===== src/rtl/fetch_pkg.sv =====
// Shared types and constants for the instruction fetch unit and its queue.
package fetch_pkg;

  localparam int ADDR_W        = 8;
  localparam int DATA_W        = 32;
  localparam int FETCH_Q_DEPTH = 2;
  localparam int CNT_W         = 2;

  typedef enum logic [1:0] {F_IDLE, F_RUN, F_DRAIN} fetch_state_t;

  typedef struct packed {
    logic [ADDR_W-1:0] pc;
    logic [DATA_W-1:0] instr;
  } fetch_entry_t;

  function automatic logic [ADDR_W-1:0] word_align(input logic [ADDR_W-1:0] a);
    return a & ~{{(ADDR_W-2){1'b0}}, 2'b11};
  endfunction

endpackage


===== src/rtl/fetch_queue.sv =====
// Two-entry FIFO of fetched {pc, instr} pairs; head is held in a register so
// decode never sees a combinational path from memory.
module fetch_queue
  import fetch_pkg::*;
(
  input  logic             clk,
  input  logic             rst,
  input  logic             i_push,
  input  logic             i_pop,
  input  logic             i_flush,
  input  fetch_entry_t     i_data,
  output fetch_entry_t     o_head,
  output logic             o_valid,
  output logic [CNT_W-1:0] o_count
);

  fetch_entry_t     r_head;
  fetch_entry_t     r_tail;
  logic [CNT_W-1:0] r_count;

  logic w_full;
  assign w_full = (r_count == CNT_W'(FETCH_Q_DEPTH));

  always_ff @(posedge clk or posedge rst) begin
    if (rst) begin
      r_head  <= '0;
      r_tail  <= '0;
      r_count <= '0;
    end else if (i_flush) begin
      r_head  <= '0;
      r_tail  <= '0;
      r_count <= '0;
    end else begin
      case ({i_push, i_pop})
        2'b10: begin
          if (!w_full) begin
            if (r_count == '0) r_head <= i_data;
            else               r_tail <= i_data;
            r_count <= r_count + CNT_W'(1);
          end
        end
        2'b01: begin
          r_head  <= r_tail;
          r_count <= r_count - CNT_W'(1);
        end
        // Simultaneous push and pop keeps the occupancy, including when full.
        2'b11: begin
          if (r_count == CNT_W'(1)) begin
            r_head <= i_data;
          end else begin
            r_head <= r_tail;
            r_tail <= i_data;
          end
        end
        default: ;
      endcase
    end
  end

  assign o_head  = r_head;
  assign o_valid = (r_count != '0);
  assign o_count = r_count;

endmodule


===== src/rtl/instruction_fetch_unit.sv =====
// Fetch sequencer: PC register, run/drain FSM, single in-flight memory read
// tracker and a 2-entry return queue feeding decode over valid/ready.
module instruction_fetch_unit
  import fetch_pkg::*;
#(
  parameter logic [ADDR_W-1:0] RESET_PC = '0,
  parameter logic [ADDR_W-1:0] PC_STEP  = ADDR_W'(4)
) (
  input  logic              clk,
  input  logic              rst,
  input  logic              i_start,
  input  logic              i_halt,
  input  logic              i_redirect_valid,
  input  logic [ADDR_W-1:0] i_redirect_pc,
  output logic [ADDR_W-1:0] o_imem_addr,
  input  logic [DATA_W-1:0] i_imem_rdata,
  output logic              o_instr_valid,
  input  logic              i_instr_ready,
  output logic [DATA_W-1:0] o_instr_data,
  output logic [ADDR_W-1:0] o_instr_pc,
  output logic              o_busy
);

  fetch_state_t      r_state;
  logic [ADDR_W-1:0] r_pc;
  logic              r_pending;
  logic [ADDR_W-1:0] r_pend_pc;

  fetch_entry_t     w_head;
  fetch_entry_t     w_push_data;
  logic             w_q_valid;
  logic [CNT_W-1:0] w_count;
  logic             w_pop;
  logic             w_push;
  logic             w_issue;
  logic [2:0]       w_inflight;

  assign w_pop      = w_q_valid & i_instr_ready;
  assign w_inflight = {1'b0, w_count} - {2'b00, w_pop} + {2'b00, r_pending};
  // Redirect and halt both suppress issue in the cycle they are asserted.
  assign w_issue    = (r_state == F_RUN) & ~i_halt & ~i_redirect_valid & (w_inflight < 3'd2);
  assign w_push     = r_pending & ~i_redirect_valid;

  assign w_push_data.pc    = r_pend_pc;
  assign w_push_data.instr = i_imem_rdata;

  always_ff @(posedge clk or posedge rst) begin
    if (rst) begin
      r_state   <= F_IDLE;
      r_pc      <= RESET_PC;
      r_pending <= 1'b0;
      r_pend_pc <= '0;
    end else begin
      r_pending <= w_issue;
      if (w_issue) r_pend_pc <= r_pc;

      if (i_redirect_valid) r_pc <= word_align(i_redirect_pc);
      else if (w_issue)     r_pc <= r_pc + PC_STEP;

      case (r_state)
        F_IDLE:  if (i_start && !i_halt) r_state <= F_RUN;
        F_RUN:   if (i_halt) r_state <= F_DRAIN;
        F_DRAIN: if (!r_pending && !w_q_valid) r_state <= F_IDLE;
        default: r_state <= F_IDLE;
      endcase
    end
  end

  fetch_queue u_queue (
    .clk     (clk),
    .rst     (rst),
    .i_push  (w_push),
    .i_pop   (w_pop),
    .i_flush (i_redirect_valid),
    .i_data  (w_push_data),
    .o_head  (w_head),
    .o_valid (w_q_valid),
    .o_count (w_count)
  );

  assign o_imem_addr   = r_pc;
  assign o_instr_valid = w_q_valid;
  assign o_instr_data  = w_head.instr;
  assign o_instr_pc    = w_head.pc;
  assign o_busy        = (r_state != F_IDLE) | r_pending | w_q_valid;

endmodule


===== config.mk =====
export PLATFORM = sky130hd
export DESIGN_NAME = instruction_fetch_unit
export DESIGN_NICKNAME = d
export VERILOG_FILES = /design/src/rtl/fetch_pkg.sv /design/src/rtl/fetch_queue.sv /design/src/rtl/instruction_fetch_unit.sv
export SDC_FILE = /design/constraint.sdc
export NUM_CORES = 1
export LEC_CHECK = 0
export BUFFER_PORTS_ARGS = -buffer_cell sky130_fd_sc_hd__buf_4
export CAP_MARGIN = 40
export CORE_ASPECT_RATIO = 1.75
export CORE_MARGIN = 2
export CORE_UTILIZATION = 41
export DETAILED_ROUTE_END_ITERATION = 16
export SETUP_SLACK_MARGIN = 0.2
export SLEW_MARGIN = 0
export SYNTH_ARGS = -nofsm -noshare
export SYNTH_HDL_FRONTEND = slang
export SYNTH_SLANG_ARGS = --single-unit

===== constraint.sdc =====
create_clock -name clk -period 3.6 [get_ports clk]
set_clock_uncertainty 0.2 [all_clocks]
set_input_delay 0.36 -clock clk [delete_from_list [all_inputs] [get_ports clk]]
set_output_delay 0.36 -clock clk [all_outputs]
set_load 0.01 [all_outputs]

### Word level (Yosys, flattened, before mapping)

Cells that the tools add are included.

| word-level totals | value |
|---|---|
| word-level logic and storage cells | 74 |
| bits in registers | 101 |
| output and inout bits | 50 |
| input port bits | 46 |

| cells by class | value |
|---|---|
| $add $sub $neg | 5 |
| reduce and logical (&&, ||, !) cells | 17 |
| multiplexer cells | 19 |
| bitwise gates (word level) | 9 |
| magnitude comparators | 1 |
| equality and inequality tests | 14 |

Operators by type and width:

| kind | number |
|---|---|
| 40-bit two-way mux | 8 |
| 40-bit one-hot mux with 3 select lines | 1 |
| 40-bit one-hot mux with 2 select lines | 1 |
| 8-bit two-way mux | 2 |
| 2-bit two-way mux | 5 |
| 3-bit != test, second input constant | 3 |
| 8-bit by 3-bit adder with 8-bit output, second input constant | 1 |
| 2-bit equality test, second input constant | 4 |
| 2-bit by 1-bit equality test with 1-bit output, second input constant | 3 |
| 2-bit != test, second input constant | 3 |
| 2-bit one-hot mux with 3 select lines | 1 |
| 3-bit AND reduction | 2 |
| 2-bit nonzero test | 3 |
| 3-bit nonzero test | 2 |
| 1-bit bitwise AND | 5 |
| 2-bit zero test | 2 |
| 2-bit one-hot mux with 2 select lines | 1 |
| 4-bit AND reduction | 1 |
| 4-bit nonzero test | 1 |
| 3-bit by 1-bit adder with 3-bit output | 1 |
| 1-bit zero test | 3 |
| 3-bit by 2-bit < comparator with 1-bit output, second input constant | 1 |
| 3-bit by 2-bit != test with 1-bit output, second input constant | 1 |
| 2-bit by 1-bit subtractor with 3-bit output | 1 |
| 6 further kinds | 9 |

### Depth between registers and ports, before layout

Gate-level depths: netlist (run 1).

| depth | value |
|---|---|
| depth after elaboration | 8 |
| mapped depth | 10 |
| gate-level depth less buffers | 10 |

### By module

A second synthesis (run 1) with hierarchy kept.

| second synthesis, totals | value |
|---|---|
| cell total of the unflattened synthesis | 429 |
| area, all modules | 4,558.1 µm² |

By module, submodules not included:

| module | area an instance (µm²) | cells each | times used | sequential area each (µm²) |
|---|---|---|---|---|
| fetch_queue | 3,727.3 | 353 | 1 | 2,052.0 |
| instruction_fetch_unit | 830.8 | 76 | 1 | 375.4 |

### Worst setup path before layout (run 1)

OpenSTA, ideal clock, no wires.

| timing path | value |
|---|---|
| path kind | register to register |
| start | register u_queue.r_count[1], in the netlist u_queue.o_count[1] |
| end | register r_pend_pc[2] |
| arrival time | 2,640 ps |
| clock period less this slack | 2,965 ps |
| setup slack | 635 ps |
| setup time | 125 ps |
| cell stages (with the launch flop) | 11 |
| buffers on the path | 0 |
| required time | 3,275 ps |
| path through | dfrtp_1 > inv_1 > ha_1 > nand2b_1 > nor2_1 > o21ai_0 > fa_1 > and4bb_2 > nand2_1 > nor2_4 > mux2_2 |

| between the ends | value |
|---|---|
| word-level cells in the longest chain between the ends | 6 |

RTL lines:

| what | RTL line | RTL |
|---|---|---|
| start: declaration | fetch_queue.sv:19 | `logic [CNT_W-1:0] r_count;` |
| start signal: assignment | fetch_queue.sv:39 | `r_count <= r_count + CNT_W'(1);` |
| start signal: assignment | fetch_queue.sv:44 | `r_count <= r_count - CNT_W'(1);` |
| 2-bit nonzero test | fetch_queue.sv:61 | `assign o_valid = (r_count != '0);` |
| 1-bit bitwise AND | instruction_fetch_unit.sv:38 | `assign w_pop = w_q_valid & i_instr_ready;` |
| 2-bit by 1-bit subtractor with 3-bit output * | instruction_fetch_unit.sv:39 | `assign w_inflight = {1'b0, w_count} - {2'b00, w_pop} + {2'b00, r_pending};` |
| 3-bit by 1-bit adder with 3-bit output * | instruction_fetch_unit.sv:39 |  |
| 3-bit by 2-bit < comparator with 1-bit output * | instruction_fetch_unit.sv:41 | `assign w_issue = (r_state == F_RUN) & ~i_halt & ~i_redirect_valid & (w_inflight < 3'd2);` |
| 1-bit bitwise AND * | instruction_fetch_unit.sv:41 |  |
| named net w_issue | instruction_fetch_unit.sv:35 | `logic w_issue;` |
| end signal: assignment | instruction_fetch_unit.sv:55 | `if (w_issue) r_pend_pc <= r_pc;` |
| end: declaration | instruction_fetch_unit.sv:27 | `logic [ADDR_W-1:0] r_pend_pc;` |

Mark *: on every way through the listed nets, which the timed path passes. The rest lies on a longest branch.
A chain may end at the register's enable or synchronous reset.

### Worst setup path in the final report (run 1)

| timing path | value |
|---|---|
| start | register u_queue.r_count[0], in the netlist u_queue.o_count[0] |
| end | register r_pend_pc[6] |

Same word-level chain as after synthesis.

==> impl_metrics.py, run 1 <==
metrics = {
    "global_route": {
        "antenna_found_initial": 0,
        "grt_max_degree": 57,
        "grt_pass1_vias": 3358,
        "grt_first_pass_wirelength_mm": 16.31,
        "grt-ovfl-total": 0,
        "grtUsageTotal_pct": 18.13,
    },
    "timing": {
        "finalSetupViolations": 0,
        "finalHoldViolCount": 0,
        "period_needed_ns": 3.142,
        "fin_crit_sh_pct": 87.29,
        "tightest_slew_ns": 0.7169,
        "hold_slack_ns": 0.02931,
        "finalSetupTns_ns": 0,
        "rsz0062_at_grt": "no",
        "fmax_ghz": 0.3182,
        "slew-limit-headroom_pct": 52.20,
        "slew_viol_final": 0,
    },
    "power_and_ir_drop": {
        "p_per_area_nw_per_um2": 628.8,
        "irDropWorstVdd_mv": 0.3940,
        "p_leak_uw": 0.002803,
    },
    "clock_tree": {
        "clk_pin_slew_worst_paths_ns": 0.06,
        "cts_made_buffers": 9,
        "cts-root-buf": "clkbuf_16",
        "worstSkewPairLatency_ns": 0.34,
        "h-tree-depth": 3,
        "clk_path_buf_depth": 2,
        "clock-sinks": 95,
        "cts_tree": "built",
    },
    "cells_and_area": {
        "seq_area_um2": 2379,
        "drive_above_1_share_pct": 30.17,
        "stdcell_count": 647,
        "antennaDiodeCount": 0,
        "final_core_util_pct": 52.45,
        "fillers": 1028,
        "nets": 564,
        "area_delta_synth_final_pct": 25.37,
        "multi_input_comb_area_um2": 1922,
    },
    "critical_path": {
        "start_kind": "register",
        "worstSetupEndpointType": "register",
        "crit_fanout": 7,
        "timing.rr.end": "r_pend_pc[6]",
        "path_class": "reg2reg",
        "cp-startpoint": "u_queue.o_count[0]",
        "worstPathRequired_ns": 3.62,
        "worstReg2RegStart": "u_queue.o_count[0]",
        "cp.arrival_ns": 3.16,
        "r2r_cells": 10,
        "ff2ff_setup_slack_ns": 0.46,
        "endpoint": "r_pend_pc[6]",
    },
    "place": {
        "dp.cells": 629,
        "portBuffers": 91,
        "gp_congestion": 0.7531,
        "dp_hpwl_mm": 6.502,
    },
    "synth": {
        "yosys_warnings": 0,
        "synthCells": 427,
        "synth_area_leaders": "dfrtp_1 53%, mux2i_1 9.2%, nand2_1 7.2%, o21ai_0 7.1%, nand2b_1 5.6%",
        "netlist_area_um2": 4449,
        "yosysMostFrequentCell": "dfrtp_1",
        "yosysTopAreaCell": "dfrtp_1",
        "synth.distinct_cells": 35,
        "async_flop_share_pct": 100.0,
        "synth_edf_count": 0,
        "synth_seq_cells": 95,
        "synth_common_cells": "95 x dfrtp_1, 85 x nand2_1, 63 x o21ai_0, 41 x mux2i_1, 40 x nand2b_1",
        "synth_top_area_share_pct": 53.43,
        "ys_seq_area_share_pct": 53.43,
        "synth_flop_cell": "dfrtp_1",
        "avgSynthCellArea_um2": 10.42,
    },
    "floorplanning": {
        "die-area_um2": 11730,
        "die_h_um": 141.8,
        "io_pins": 96,
        "rows": 50,
        "core_area_um2": 10640,
        "initial_core_util_pct": 41.84,
        "die_x_um": 82.75,
    },
    "drt": {
        "viasPerCell": 4.991,
        "wl_met3_um": 468,
        "top_layer": "met4",
        "first_pass_iters": 4,
        "via_count": 3229,
        "wl_per_cell_um": 15.14,
        "dr_wl_met2_mm": 5.124,
        "wl_met1_mm": 4.014,
        "drc": 0,
        "totalWireLength_mm": 9.794,
        "drtIter0Drc": 117,
        "antenna_left": 0,
    },
    "worst_hold_path": {
        "holdCritPathClass": "in2reg",
        "hold_path_depth": 3,
    },
    "run_status": {
        "outcome": "finished, final reports clean",
    },
    "flow_run": {
        "cap_violations": 0,
    },
}
## flip-flops by register name, indices dropped and copies added, names as in the netlist
name	count
r_pending	1
r_pend_pc	6
u_queue.o_head	39
r_state	2
u_queue.r_tail	39
u_queue.o_count	2
o_imem_addr	6
## logic make-up (layout without fill, tap and decap cells)
group,count (synthesis),in the layout,share of synthesized area [%]
and+or+nand+nor,146,146,15.78
other,1,2,0.08428
DFF,95,95,53.43
buffers and inverters,34,123,4.302
adders and majority gates,5,5,1.575
AOI/OAI and AO/OA,90,90,12.20
muxes,49,49,11.25
xor gates and xnor gates,7,7,1.378
## how the worst min path moves through the flow
stage,start,end,slack [ns]
floorplan,i_halt,r_state[0],0.23
global placement,u_queue.r_tail[39],u_queue.r_tail[39],0.26
detailed placement,rst,u_queue.o_head[13],0.19
CTS,i_redirect_pc[5],o_imem_addr[5],0.02
global route,i_redirect_pc[3],o_imem_addr[3],0.05
finish,i_redirect_pc[5],o_imem_addr[5],0.03
## what timing repair did
| item | 4_1_cts | 5_1_grt |
|---|---|---|
| endpoints found under the setup margin | 0 | 6 |
| gates resized for setup | 0 | 4 |
| hold buffers | 2 | 0 |
| buffers inserted | 0 | 1 |
| hold endpoints to repair | 28 | 0 |
## worst max-delay path, cell delays in order (launching register included)
cell	delay (ns)
dfrtp_1	0.39
inv_1	0.11
ha_2	0.24
nand2b_2	0.23
nor2_2	0.14
o21ai_0	0.13
fa_1	0.51
and4bb_2	0.29
nand2_1	0.16
nor2_4	0.25
mux2_2	0.37
## cell type report
class	instances	share of cell area [%]
Clock inverter	3	0.3365
Inverter	5	0.3813
Sequential cell	95	42.64
Timing Repair Buffer	103	14.67
Multi-Input combinational cell	299	34.45
Clock buffer	12	4.598
Tap cell	130	2.916
## where the power goes
group	total [uW]	internal [uW]	switching [uW]	leakage, uW
Sequential	1490	1320	171	0.00123
Clock	881	501	380	0.000138
Combinational	1140	555	583	0.00143
## cell usage in the layout, fill, tap and decap left out, types with 2 or more instances in the layout
cell           netlist  final
xor2_1               3      3
nand2b_1            40     39
inv_1                5      4
ha_1                 4      3
xnor2_1              4      4
nand3_1              3      3
dlygate4sd3_1        0      2
clkbuf_8             0      2
o21ai_0             63     63
nand2_1             85     85
a211oi_1             2      2
clkinv_2             0      2
conb_1               1      2
clkbuf_16            0      9
dfrtp_1             95     94
buf_4                9     99
o21ai_2             21     20
nor2_1               6      5
a21oi_1              2      2
buf_16               0      2
mux2i_1             41     41
mux2_2               8      8
and3_1               2      2
## per-stage QoR
stage               cell area, um2  power [uW]  setup slack, ns
finish                        5578        3508           0.4575
global route                  5578        3731           0.2650
CTS                           5562        3551           0.2647
detailed placement            5266        2657           0.2846
global placement              5211        2604           0.3714
floorplan                     4453        2144           0.5630
## metal layers
layer | vias up | GRT usage, %
met5 | - | 0
met4 | 0 | 6.644
met3 | 15 | 3.817
met2 | 64 | 31.75
met1 | 1555 | 21.27
li1 | 1595 | -
Note: power is estimated with default switching activity, not from simulation.
==> run 2, diff against run 1 <==
--- a/config.mk
+++ b/config.mk
@@ -9,8 +9,9 @@
 export CAP_MARGIN = 40
 export CORE_ASPECT_RATIO = 1.75
 export CORE_MARGIN = 2
-export CORE_UTILIZATION = 41
+export CORE_UTILIZATION = 53
 export DETAILED_ROUTE_END_ITERATION = 16
+export PLACE_DENSITY = 0.78
 export SETUP_SLACK_MARGIN = 0.2
 export SLEW_MARGIN = 0
 export SYNTH_ARGS = -nofsm -noshare
==> impl_metrics.py, run 2 (synthesis gave the netlist of run 1 again) <==
metrics = {
    "cells_and_area": {
        "mostFrequentLayoutCells": "99 x buf_4, 94 x dfrtp_1, 85 x nand2_1, 63 x o21ai_0, 41 x mux2i_1",
        "area_delta_synth_final_pct": 23.40,
        "antennaDiodeCount": 0,
        "nets": 562,
        "drive_above_1_share_pct": 29.32,
        "final_common_cell": "buf_4",
        "stdcell_count": 607,
        "multi_input_comb_area_um2": 1917,
        "fillers": 628,
        "seq_area_um2": 2379,
    },
    "timing": {
        "tightest_slew_ns": 0.7835,
        "slew-limit-headroom_pct": 47.77,
        "fin_crit_sh_pct": 89.27,
        "finalHoldViolCount": 0,
        "slew_viol_final": 0,
        "finalSetupViolations": 0,
        "finalSetupTns_ns": 0,
        "fmax_ghz": 0.3111,
        "period_needed_ns": 3.214,
        "rsz0062_at_grt": "no",
    },
    "floorplanning": {
        "die_h_um": 125.2,
        "core_area_um2": 8203,
        "initial_core_util_pct": 54.24,
        "io_pins": 96,
        "die_x_um": 73.26,
        "die-area_um2": 9173,
        "rows": 44,
    },
    "critical_path": {
        "start_kind": "register",
        "path_class": "reg2reg",
        "cp.arrival_ns": 3.24,
        "worstSetupEndpointType": "register",
        "worstPathRequired_ns": 3.62,
        "crit_fanout": 7,
    },
    "global_route": {
        "grt-ovfl-total": 0,
        "grtUsageTotal_pct": 21.99,
        "grt_max_degree": 59,
        "antenna_found_initial": 0,
        "grt_first_pass_wirelength_mm": 15.67,
        "grt_pass1_vias": 3367,
    },
    "clock_tree": {
        "worstSkewPairLatency_ns": 0.34,
        "clock-sinks": 95,
        "clk_path_buf_depth": 2,
        "clk_pin_slew_worst_paths_ns": 0.06,
        "cts_made_buffers": 9,
        "postCtsSetupRepairBufs": 0,
        "cts_tree": "built",
        "h-tree-depth": 3,
        "cts-root-buf": "clkbuf_16",
    },
    "place": {
        "portBuffers": 91,
        "dp_hpwl_mm": 6.346,
        "dp.cells": 591,
        "gp_congestion": 0.7674,
    },
    "power_and_ir_drop": {
        "irDropWorstVdd_mv": 0.4558,
        "p_leak_uw": 0.002783,
        "p_per_area_nw_per_um2": 638.1,
    },
    "drt": {
        "antenna_left": 0,
        "via_count": 3279,
        "drc": 0,
        "wl_met1_mm": 3.774,
        "viasPerCell": 5.402,
        "top_layer": "met4",
        "first_pass_iters": 4,
        "wl_met3_um": 322,
        "totalWireLength_mm": 9.377,
        "wl_per_cell_um": 15.45,
        "dr_wl_met2_mm": 5.050,
        "drtIter0Drc": 181,
    },
    "worst_hold_path": {
        "holdCritPathClass": "in2reg",
    },
    "run_status": {
        "outcome": "finished, final reports clean",
    },
    "flow_run": {
        "cap_violations": 0,
    },
}
-- run 2: metal layers --
| metal | vias up | track usage, % |
|---|---|---|
| met4 | 0 | 8.824 |
| met1 | 1606 | 25.51 |
| met5 | - | 0 |
| li1 | 1588 | - |
| met3 | 16 | 4.835 |
| met2 | 69 | 38.21 |
-- run 2: timing repair --
item	in CTS	in global routing
endpoints found under the hold margin	56	0
gates resized for setup	0	2
hold buffers	1	0
endpoints found under the setup margin	0	6
-- run 2: critical path: stages (launching register included) --
cell	delay [ns]
dfrtp_1	0.39
inv_1	0.12
ha_1	0.30
nand2b_1	0.25
nor2_2	0.16
o21ai_0	0.13
fa_1	0.49
and4bb_2	0.29
nand2_1	0.16
nor2_4	0.25
mux2_2	0.37
-- run 2: area by class of cell --
type	instances	share of cell area [%]
Sequential cell	95	43.32
Multi-Input combinational cell	299	34.91
Tap cell	92	2.097
Clock buffer	15	5.059
Inverter	5	0.3874
Timing Repair Buffer	101	14.22
-- run 2: stage by stage --
| step | hold WS (ns) | cell area, um2 | worst slack, ns | utilization, % | total power, uW |
|---|---|---|---|---|---|
| 6_report | 0.008966 | 5490 | 0.3861 | 66.93 | 3503 |
| 5_1_grt | 0.001439 | 5490 | 0.1925 | 66.93 | 3712 |
| 4_1_cts | 0.002014 | 5487 | 0.2888 | 66.89 | 3538 |
| 3_5_place_dp | 0.2695 | 5199 | 0.2951 | 63.38 | 2641 |
| 3_3_place_gp | 0.2612 | 5171 | 0.4182 | 63.04 | 2581 |
| 2_1_floorplan | 0.2308 | 4453 | 0.5630 | - | 2144 |
-- run 2: power by group --
group / switching [uW] / internal, uW / total (uW)
clock: 371 / 522 / 894
sequential: 173 / 1320 / 1490
combinational: 571 / 547 / 1120
total: 1120 / 2390 / 3500
-- run 2: worst paths after layout --
kind | to | slack, ns | cells past startpoint | start
setup / recovery | r_pend_pc[7] | 0.39 | 10 | u_queue.o_count[0]
hold / removal | r_state[0] | 0.009 | 2 | i_halt
setup reg to reg | r_pend_pc[7] | 0.39 | 10 | u_queue.o_count[0]
hold reg to reg | u_queue.o_head[13] | 0.28 | 2 | u_queue.o_head[13]
max in group asynchronous | u_queue.r_tail[26] | 1.93 | 4 | rst
min in group asynchronous | u_queue.o_head[21] | 0.51 | 3 | rst
==> run 3, diff against run 2 <==
--- a/config.mk
+++ b/config.mk
@@ -7,10 +7,10 @@
 export LEC_CHECK = 0
 export BUFFER_PORTS_ARGS = -buffer_cell sky130_fd_sc_hd__buf_4
 export CAP_MARGIN = 40
-export CORE_ASPECT_RATIO = 1.75
 export CORE_MARGIN = 2
 export CORE_UTILIZATION = 53
 export DETAILED_ROUTE_END_ITERATION = 16
+export MAX_ROUTING_LAYER = met4
 export PLACE_DENSITY = 0.78
 export SETUP_SLACK_MARGIN = 0.2
 export SLEW_MARGIN = 0
==> impl_metrics.py, run 3 (synthesis gave the netlist of run 1 again) <==
metrics = {
    "run_status": {
        "outcome": "finished, final reports clean",
    },
    "drt": {
        "viasPerCell": 5.300,
        "drc": 0,
        "via_count": 3286,
        "antenna_left": 0,
        "wl_per_cell_um": 14.73,
        "drtIter0Drc": 157,
        "totalWireLength_mm": 9.131,
        "first_pass_iters": 4,
    },
    "clock_tree": {
        "cts-root-buf": "clkbuf_8",
        "clk_pin_slew_worst_paths_ns": 0.09,
        "h-tree-depth": 3,
        "worstSkewPairLatency_ns": 0.35,
        "clk_path_buf_depth": 2,
        "clock-sinks": 95,
        "cts_tree": "built",
        "cts_made_buffers": 9,
    },
    "global_route": {
        "grt_max_degree": 78,
        "antenna_found_initial": 0,
        "grt_first_pass_wirelength_mm": 15.04,
        "grtUsageTotal_pct": 21.98,
        "grt_pass1_vias": 3189,
        "grt-ovfl-total": 0,
    },
    "timing": {
        "hold_slack_ns": 0.02598,
        "fin_crit_sh_pct": 87.03,
        "slew_viol_final": 0,
        "rsz0062_at_grt": "no",
        "tightest_slew_ns": 0.6912,
        "finalSetupTns_ns": 0,
        "slew-limit-headroom_pct": 53.92,
        "finalSetupViolations": 0,
        "finalHoldViolCount": 0,
        "period_needed_ns": 3.133,
        "fmax_ghz": 0.3192,
    },
    "power_and_ir_drop": {
        "power_frac_comb_pct": 34.8,
        "p_per_area_nw_per_um2": 601.8,
        "p_leak_uw": 0.002733,
        "clock_power_share_pct": 20.0,
        "irDropWorstVdd_mv": 0.3988,
        "intPower_uw": 2153,
        "p_sw_uw": 1115,
        "switching_share_pct": 34.12,
        "power_frac_seq_pct": 45.2,
    },
    "critical_path": {
        "slowest_delay_ns": 0.54,
        "start_kind": "register",
        "cp.arrival_ns": 3.18,
        "critPathBufInv": 1,
        "path_class": "reg2reg",
        "crit_fanout": 7,
        "worstSetupEndpointType": "register",
        "cpMaxStageDelayCell": "fa_1",
        "worstPathRequired_ns": 3.64,
        "crit_family": "simple AND/OR/NAND/NOR gates",
        "cp_cell_sequence": "inv_1 -> ha_2 -> nand2b_2 -> nor2_2 -> o21ai_0 -> fa_1 -> and4bb_2 -> nand2_2 -> nor2_4 -> mux2_2",
    },
    "cells_and_area": {
        "final_common_cell": "buf_4",
        "nets": 562,
        "drive_above_1_share_pct": 30.29,
        "antennaDiodeCount": 0,
        "area_delta_synth_final_pct": 22.08,
        "mostFrequentLayoutCells": "97 x buf_4, 94 x dfrtp_1, 84 x nand2_1, 63 x o21ai_0, 41 x mux2i_1",
        "fillers": 681,
    },
    "floorplanning": {
        "core_area_um2": 8175,
        "die_x_um": 95.63,
        "io_pins": 96,
        "die_h_um": 95.63,
        "initial_core_util_pct": 54.42,
        "die-area_um2": 9144,
        "rows": 33,
    },
    "place": {
        "dp_hpwl_mm": 5.964,
        "portBuffers": 91,
        "gp_congestion": 0.8942,
    },
    "worst_hold_path": {
        "holdCritPathClass": "in2reg",
    },
    "flow_run": {
        "cap_violations": 0,
    },
}
-- run 3: tightest hold or removal path, delay by kind of cell --
kind	cells	cell delay, ns
buffers and inverters	1	0.08
and+or+nand+nor	1	0.04
AOI/OAI and AO/OA	1	0.06
-- run 3: per-stage QoR --
step | instance area [um2] | power [uW] | std cells | utilization (%) | setup slack, ns
5_1_grt | 5431 | 3490 | 620 | 66.44 | 0.2315
4_1_cts | 5414 | 3285 | 619 | 66.22 | 0.2477
3_3_place_gp | 5165 | 2556 | 600 | 63.18 | 0.3941
6_report | 5431 | 3268 | 620 | 66.44 | 0.4668
2_1_floorplan | 4453 | 2144 | 428 | - | 0.5630
3_5_place_dp | 5192 | 2617 | 601 | 63.51 | 0.1983
-- run 3: cell type report --
type	instances	area [um2]	area share, %
timing repair buffer	101	785.8	14.47
sequential	95	2379	43.79
clock buffer	11	151.4	2.787
tap	105	131.4	2.419
clock inverter	4	31.28	0.5759
inverter	5	21.27	0.3916
multi-input combinational	299	1932	35.57
-- run 3: timing repair --
action                                 CTS  global route
buffers inserted                         0             1
endpoints found under the hold margin   57             0
gates resized for setup                  2             4
gates cloned                             0             0
hold buffers                             3             0
setup endpoints to repair                6             6
pin swaps                                0             1
-- run 3: layer usage --
layer  routed length (um)  share of wire (%)  global-route usage, %
met1                 4011                 44                  27.81
met2                 4621                 51                  35.90
met3                  377                4.1                  4.427
met4                  121                1.3                  6.667
met5                    0                  0                      -
-- run 3: worst paths after layout --
path | startpoint | to | slack (ns) | cells after the start
worst min-delay path | i_redirect_pc[4] | o_imem_addr[4] | 0.03 | 3
worst min register to register | u_queue.o_head[17] | u_queue.o_head[17] | 0.29 | 2
max in group asynchronous | rst | u_queue.r_tail[1] | 1.97 | 4
worst max register to register | u_queue.o_count[0] | r_pend_pc[4] | 0.47 | 10
worst max-delay path | u_queue.o_count[0] | r_pend_pc[4] | 0.47 | 10
min in group asynchronous | rst | u_queue.o_head[29] | 0.47 | 3
-- run 3: power by group through the flow --
stage / logic, uW / clock network [uW] / registers [uW]
after global routing: 1260 / 725 / 1510
after detailed placement: 1110 / 0 / 1510
after floorplan: 600 / 0 / 1540
final: 1140 / 655 / 1480
after global placement: 1060 / 0 / 1490
after CTS: 1130 / 671 / 1490
